<file path="config.mk">
export PLATFORM = sky130hd
export DESIGN_NAME = pulser_ublank_seq
export DESIGN_NICKNAME = d
export VERILOG_FILES = /design/src/rtl/pulser_ublank_seq.sv
export SDC_FILE = /design/constraint.sdc
export NUM_CORES = 1
export LEC_CHECK = 0
export ABC_AREA = 1
export CAP_MARGIN = 40
export CORE_MARGIN = 3
export CORE_UTILIZATION = 45
export CTS_BUF_LIST = sky130_fd_sc_hd__clkbuf_2
export DETAILED_ROUTE_END_ITERATION = 7
export GPL_TIMING_DRIVEN = 0
export MAX_ROUTING_LAYER = met4
export PLACE_DENSITY = 0.71
export SYNTH_ARGS = -nofsm -noshare
export SYNTH_HDL_FRONTEND = slang
export SYNTH_SLANG_ARGS = --single-unit
</file>
<file path="constraint.sdc">
create_clock -name clk -period 6.5 [get_ports clk]
set_clock_uncertainty 0.2 [all_clocks]
set_input_delay 1.3 -clock clk [delete_from_list [all_inputs] [get_ports clk]]
set_output_delay 1.3 -clock clk [all_outputs]
set_load 0.05 [all_outputs]
</file>
<file path="src/rtl/pulser_ublank_seq.sv">
// Record-synchronous blanking pulser.
// A rising edge on enable latches the timing configuration and runs a
// sequence of records; in every record each unmasked channel is blanked
// for `high` cycles starting `pulse_gap` cycles into the record.
//
// state | meaning
// IDLE  | waiting for a legal start edge, outputs deasserted
// RUN   | records in progress, u_blank follows the record counter
module pulser_ublank_seq #(
  parameter int CNT_W       = 16,
  parameter int N_CH        = 4,
  parameter bit ACTIVE_HIGH = 1'b1
) (
  input  logic             clk,
  input  logic             rst,
  input  logic             enable,
  input  logic [CNT_W-1:0] record_len,
  input  logic [CNT_W-1:0] pulse_gap,
  input  logic [CNT_W-1:0] high,
  input  logic [7:0]       n_records,
  input  logic [N_CH-1:0]  ch_mask,
  output logic [N_CH-1:0]  u_blank,
  output logic             busy,
  output logic             done,
  output logic             cfg_err,
  output logic [7:0]       rec_cnt
);

  localparam logic [N_CH-1:0] BLANK_OFF = {N_CH{~ACTIVE_HIGH}};

  typedef enum logic {S_IDLE, S_RUN} state_t;

  state_t           state_q;
  logic             enable_q;
  // Cleared by reset while enable is high, so a held enable cannot start
  // a sequence until it has been seen low.
  logic             armed_q;
  // High for the cycle between the start edge and the first record edge.
  logic             first_q;
  logic [CNT_W-1:0] len_q, gap_q, high_q, k_q;
  logic [7:0]       nrec_q;
  logic [N_CH-1:0]  mask_q;
  logic [N_CH-1:0]  u_blank_q;
  logic             busy_q, done_q, cfg_err_q;
  logic [7:0]       rec_cnt_q;

  logic             start_edge, stop_edge, in_window, boundary, last_rec;
  logic [CNT_W:0]   win_end;
  logic [N_CH-1:0]  blank_d;
  logic [CNT_W-1:0] k_d;
  logic [7:0]       rec_d;

  // Next-state terms: edge detection, pulse window, record wrap and count.
  always_comb begin
    start_edge = enable & ~enable_q & armed_q;
    stop_edge  = ~enable & enable_q;
    // Window end is one bit wider so gap+high never wraps back into range.
    win_end    = {1'b0, gap_q} + {1'b0, high_q};
    in_window  = (k_q >= gap_q) && ({1'b0, k_q} < win_end);
    blank_d    = (mask_q & {N_CH{in_window}}) ^ BLANK_OFF;
    k_d        = (k_q == len_q - 1'b1) ? '0 : k_q + 1'b1;
    boundary   = ~first_q && (k_q == '0);
    rec_d      = (rec_cnt_q == 8'hFF) ? rec_cnt_q : rec_cnt_q + 8'd1;
    last_rec   = boundary && (nrec_q != 8'd0) && (rec_d == nrec_q);
  end

  // Sequencer FSM with registered outputs.
  always_ff @(posedge clk) begin
    if (rst) begin
      state_q   <= S_IDLE;
      enable_q  <= 1'b0;
      armed_q   <= ~enable;
      first_q   <= 1'b1;
      k_q       <= '0;
      len_q     <= '0;
      gap_q     <= '0;
      high_q    <= '0;
      nrec_q    <= '0;
      mask_q    <= '0;
      u_blank_q <= BLANK_OFF;
      busy_q    <= 1'b0;
      done_q    <= 1'b0;
      cfg_err_q <= 1'b0;
      rec_cnt_q <= '0;
    end else begin
      enable_q <= enable;
      armed_q  <= armed_q | ~enable;
      done_q   <= 1'b0;
      case (state_q)
        S_IDLE: begin
          u_blank_q <= BLANK_OFF;
          if (start_edge) begin
            if (record_len == '0) begin
              cfg_err_q <= 1'b1;
            end else begin
              len_q     <= record_len;
              gap_q     <= pulse_gap;
              high_q    <= high;
              nrec_q    <= n_records;
              mask_q    <= ch_mask;
              cfg_err_q <= 1'b0;
              busy_q    <= 1'b1;
              rec_cnt_q <= '0;
              k_q       <= '0;
              first_q   <= 1'b1;
              state_q   <= S_RUN;
            end
          end
        end
        S_RUN: begin
          if (stop_edge) begin
            state_q   <= S_IDLE;
            busy_q    <= 1'b0;
            u_blank_q <= BLANK_OFF;
          end else if (last_rec) begin
            state_q   <= S_IDLE;
            busy_q    <= 1'b0;
            done_q    <= 1'b1;
            u_blank_q <= BLANK_OFF;
            rec_cnt_q <= rec_d;
          end else begin
            u_blank_q <= blank_d;
            k_q       <= k_d;
            first_q   <= 1'b0;
            if (boundary) rec_cnt_q <= rec_d;
          end
        end
        default: state_q <= S_IDLE;
      endcase
    end
  end

  assign u_blank = u_blank_q;
  assign busy    = busy_q;
  assign done    = done_q;
  assign cfg_err = cfg_err_q;
  assign rec_cnt = rec_cnt_q;

endmodule

</file>
==> results.md, run 1 <==
* Post-synthesis sequential area ratio at 0.2953
* Crit end category: register
* Setup tns final at 0 ps
* Die area at 0.01578 mm²
* Layout cells sized above 1 at 0.03641
* First-pass GRT wire length at roughly 29 mm
* Max Fclk at 267.8 MHz
* Final wirelength at 17.71 mm
* Worst min path class: reg -> reg
* Slew HR at 0.4934
* Synth Area per Inst at 6.578 µm²
* Final HPWL from detailed placement at between 10 and 15 mm
* Crit start category: register
* Initial drt markers at between 400 and 500
* Clock Power Share at 0.208
* Max_cap viols at 0
* Rows at 43
* Combinational power share at 0.339
* Yosys warns at 0
* Final nets at 1181
* Max Buffers Root-to-Sink at 2
* Net switching power of the design at between 500 and 600 µW
* CTS tree: yes
* Post-synth top area share at 0.2953
* LEAKAGE at about 3.5 nW
* IO Pins at 78
* # DRC at 0
* Most used DFF post-synth: dfxtp_1
* GRT Overall Usage at 0.2346
* Core area at 0.01393 mm²
* Vias/cell at 5.154
* Post-CTS Repair Setup Buffers at 0
* Peak supply drop at around 0.00009 V
* Antenna violations before repair at 0
* Most frequent cell after synthesis: nand2_1
* Vias in the first global route at 6001
* Die H at 125.6 µm
* Power per cell area at 197.1 mW/mm²
* TritonRoute pass-1 iters at 6
* Critical path peak fanout at 4
* EDFF count, synth at 0
* Status: complete, no violations
* Sink Count at 95
* Final Max Slew Viols at 0
* Chip width at 125.6 µm
* Cts hold-fix bufs at 0
* Worst EP arrival at 4130 ps
* Crit share post-route at 0.5745
* Total CTS buffers at 9
* H-tree levels at 3
* Initial Utilization at 0.4622
* Netlist cell types at 33
* Tot Pwr at 1.487 mW
* Synth area leaders: dfxtp_1 30%, nand2_1 12%, ha_1 9.9%
* Sequential power share at 0.453
* Routed length per instance at roughly 14 µm
* Syn Inst Count at 979
* Synth async-reset ratio at 0
* CTS root buffer: clkbuf_2
* Synth area leader: dfxtp_1
* Final Hold Fails at 0
* IO buf count at 76
* Overflow after GRT at 0
* Flops & latches, synth at 95
* Internal at approximately 900 µW
* Kind of critical path: reg -> reg
* Final setup vio count at 0
* Fin crit period at ~3700 ps
* Syn Std Cell Area at 0.006440 mm²
* Worst skew pair latency at 640 ps
* Via Count at 6448
* Clock Pin Slew Worst Setup and Hold Paths at 270 ps
* Req. time, crit path at just under 7000 ps
* Slew @ Worst Pin at roughly 750 ps
* RSZ-0062 raised after global routing: no
* Top cells by count, synth: 207 x nand2_1, 137 x nor2_1, 113 x inv_1
* Synthesis-to-layout area growth at 17.14%
* ANT cells at 0
* Final ANT Viol Nets at 0
* RePlAce Congestion at 0.9397
* Switching portion of total power at 0.3820
* Largest net degree at the start of global routing at 17
* Syn Nets at roughly 1100
* PostCTS Resize Cnt at 0
==> critical path, cell delays in order, from the launching register on <==
cell and delay [ps]:
dfxtp_1 380, ha_1 350, nand3_1 90, nand2_1 110, nand2_1 60, nand3_1 70, nand2_1 80, o21ai_0 420
a21boi_0 230, o21ai_0 330, nand2_1 120, nand3_1 80, nand2_1 80, ha_1 280, nand2_1 60, inv_1 40
nand4_1 120, nor2_1 50, nor2_1 120, nand4_1 260, nor2_1 170
==> cells in the final DEF, fill, tap and decap left out, types with 2 or more instances in the layout <==
cell type        Yosys  routed
clkinv_4             0       2
a21boi_0             2       2
buf_6                5       5
nor3_1              18      18
nand3_2              3       3
o21bai_1             6       6
dfxtp_1             95      95
nand2_4              3       3
clkdlybuf4s50_1      0      76
ha_1                51      51
nor4_1               9       9
nor2_4               2       2
nand4_1             16      16
clkbuf_1            24      24
nor2_2               4       4
xor2_1              29      29
xnor2_1             11      11
a21o_1               3       3
nand2_1            207     207
inv_1              113     113
nand3b_1             2       2
nand3_1             79      79
nand2_2              5       5
o21ai_0             74      74
a21oi_1             71      71
o211ai_1             2       2
clkbuf_2             0       9
nor2_1             137     137
==> logic make-up after synthesis <==
family	count (synthesis)	share of synthesized area
xor gates and xnor gates	40	0.05440
buffers and inverters	144	0.08995
and+or+nand+nor	485	0.3247
AOI/OAI and AO/OA	163	0.1335
DFF	95	0.2953
adders and majority gates	52	0.1022
==> routing by layer <==
metal | wire (µm) | vias to the layer above | GRT usage
met1 | 8194 | 2873 | 0.3101
met2 | 7971 | 180 | 0.3656
met4 | 490 | 0 | 0.08801
met3 | 1049 | 27 | 0.03393
li1 | - | 3368 | -
met5 | 0 | - | -
==> layout make-up <==
cell class              instances  area, µm²
clock inverters                 7      72.57
flip-flops and latches         95       1902
well taps                     180      225.2
repair buffers                 76      760.7
clock buffers                   9      45.04
multi-input cells             740       3959
inverters                     114      427.9
fillers                      1425       6391
plain buffers                  30      151.4
==> power groups by stage <==
stage | combinational (mW) | clock (mW) | sequential [mW]
2_1_floorplan | 0.361 | 0 | 0.672
3_3_place_gp | 0.494 | 0 | 0.682
3_5_place_dp | 0.502 | 0 | 0.683
4_1_cts | 0.505 | 0.319 | 0.672
5_1_grt | 0.581 | 0.340 | 0.680
6_report | 0.505 | 0.309 | 0.673
==> worst paths after layout <==
kind                   from    endpoint  slack (ps)  cells after the start
setup / recovery   gap_q[2]  u_blank[0]        2770                     20
hold / removal    mask_q[3]  u_blank[3]         260                      2
hold reg to reg   mask_q[3]  u_blank[3]         260                      2
setup reg to reg   gap_q[2]  u_blank[0]        2770                     20
==> through the flow <==
stage	cell area [µm²]	utilization	instances	setup WS, ps	hold WS (ps)
floorplan	6440	-	979	3444	222.9
global placement	7426	0.5329	1235	2310	232.9
detailed placement	7426	0.5329	1235	2297	237.1
CTS	7543	0.5413	1251	2715	264.6
global route	7543	0.5413	1251	2296	284.0
finish	7543	0.5413	1251	2766	264.0
==> state kept, by name, summed over array words and instances, names as in the netlist <==
name,count
armed_q,1
len_q,16
enable_q,1
gap_q,16
k_q,16
high_q,16
mask_q,4
first_q,1
cfg_err,1
nrec_q,8
u_blank,4
done,1
busy,1
rec_cnt,8
state_q,1
(Power assumes the default switching activity.)
==> run 2: changes to the inputs <==
Clock period 6.5 ns to 3.8 ns, I/O delays scaled along.
==> run 2 against run 1 <==
Global-route usage stayed put. Total power is 72% higher. Sequential power is 71% higher. Combinational power is 72% higher. Register-to-register slack worse by 2400 ps. Via count is 0.12% higher. Clock power is 72% higher. Worst hold slack better by 0.53 ps. Final cell count hardly changed. Largest cell class unchanged.
==> results.md, run 2 (synthesized netlist as in run 1, its figures left out) <==
* Final wirelength at 17.67 mm
* Hold path start: mask_q[3]
* Initial drt markers at 414
* R2r endpoint: u_blank[0]
* Final Max Slew Viols at 0
* Cts hold-fix bufs at 0
* RePlAce Congestion at 0.9397
* Status: complete, no violations
* Via Count at roughly 6500
* ANT cells at 0
* Layout cells sized above 1 at 0.03825
* Die H at 125.6 µm
* Register-to-Register Setup Slack at approximately 330 ps
* Fin crit period at 3471 ps
* Sink Count at 95
* Final nets at ~1200
* Rows at between 40 and 50
* Most frequent cells in the layout: 207 x nand2_1, 137 x nor2_1, 113 x inv_1, 95 x dfxtp_1, 79 x nand3_1
* Peak supply drop at 0.0001571 V
* Initial Utilization at 0.4622
* H-tree levels at 3
* Crit start category: register
* Die area at approximately 0.016 mm²
* GRT Overall Usage at 0.2346
* Worst EP arrival at 3870 ps
* Slew @ Worst Pin at 759.5 ps
* Setup tns final at 0 ps
* Worst min path class: reg -> reg
* First-pass GRT wire length at 29.24 mm
* Final ANT Viol Nets at 0
* Crit Reg-Reg Startpoint: gap_q[0]
* Hold Path Sink: u_blank[3]
* Max Fclk at 288.1 MHz
* Tot Pwr at 2.551 mW
* Max Buffers Root-to-Sink at 2
* TritonRoute pass-1 iters at 5
* IO Pins at 78
* Kind of critical path: reg -> reg
* Overflow after GRT at 0
* Largest net degree at the start of global routing at 17
* Power per cell area at 337.7 mW/mm²
* Post-placement cell count at around 1200
* Vias in the first global route at between 6000 and 7000
* Core area at 0.01393 mm²
* Final setup vio count at 0
* LEAKAGE at 3.479 nW
* FF-to-FF path depth at 20
* Slew HR at 0.4897
* Total CTS buffers at 9
* CTS root buffer: clkbuf_2
* Critical path peak fanout at 4
* RSZ-0062 raised after global routing: no
* Worst skew pair latency at 650 ps
* Antenna violations before repair at 0
* Chip width at approximately 130 µm
* Max_cap viols at 0
* Final Hold Fails at 0
* Routed length per instance at 14.11 µm
* Crit end category: register
* Vias/cell at 5.157
* Crit share post-route at 0.9133
* Final cell count without fillers at around 1300
* Synthesis-to-layout area growth at 17.31%
* Req. time, crit path at 4200 ps
* Hold Path Cell Cnt at 2
* IO buf count at 76
* Clock Pin Slew Worst Setup and Hold Paths at 260 ps
* Final HPWL from detailed placement at around 14 mm
* # DRC at 0
* Most common cell after layout, fill and taps aside: nand2_1
* CTS tree: yes
run 2: critical path: stages, from the launching register on:
cell,delay [ps]
dfxtp_1,400
ha_1,240
fa_1,400
nand3_1,80
nand3_1,100
nand2_1,80
nor2_1,50
nand2_1,50
nand2_1,120
a21oi_2,180
o21ai_0,140
a21oi_1,180
xor2_1,160
ha_1,260
a21o_1,160
nand4_1,90
nand2_1,50
nor2_1,130
nand4_1,100
buf_4,170
nor2_1,80
run 2: layout make-up:
type	instances	area, µm²
sequential	95	1902
clock inverter	7	72.57
tap	180	225.2
inverter	114	427.9
fill	1421	6380
buffer	30	151.4
timing repair buffer	77	768.2
multi-input combinational	740	3963
clock buffer	9	45.04
run 2: power breakdown:
group,leakage (nW),switching [mW],internal (mW),total (mW)
Sequential,0.780,0.0787,1.07,1.15
Combinational,2.63,0.518,0.351,0.870
Clock,0.0699,0.376,0.153,0.530
run 2: repair_timing:
action,CTS,global route
endpoints found under the setup margin,0,4
gates resized for setup,0,3
buffers inserted,0,1
endpoints found under the hold margin,0,0
run 2: worst max path at each step:
stage | start | to | slack (ps) | depth (start not counted)
2_1_floorplan | gap_q[0] | u_blank[0] | 740 | 19
3_3_place_gp | gap_q[2] | u_blank[1] | 130 | 20
3_5_place_dp | gap_q[2] | u_blank[0] | 80 | 20
4_1_cts | gap_q[2] | u_blank[0] | 10 | 20
5_1_grt | gap_q[0] | u_blank[0] | 10 | 20
6_report | gap_q[0] | u_blank[0] | 330 | 20
run 2: stage by stage:
stage	hold WS [ps]	setup slack (ps)	instance area (µm²)	utilization
floorplan	222.9	744.0	6440	-
global placement	232.9	125.4	7426	0.5329
detailed placement	237.1	82.82	7426	0.5329
CTS	264.6	14.58	7543	0.5413
global route	284.0	13.75	7555	0.5422
finish	264.5	329.4	7555	0.5422
run 2: metal layers:
| layer | vias to the layer above | share of wire | global-route usage |
|---|---|---|---|
| met5 | - | 0 | - |
| met4 | 0 | 0.028 | 0.08801 |
| met3 | 32 | 0.053 | 0.03393 |
| met2 | 168 | 0.45 | 0.3656 |
| met1 | 2879 | 0.47 | 0.3101 |
| li1 | 3377 | - | - |
==> run 3: changes to the inputs <==
Settings changed: TNS_END_PERCENT set to 50.
==> results of run 3 <==
The final DEF is identical to that of run 2; final timing and power are the same.
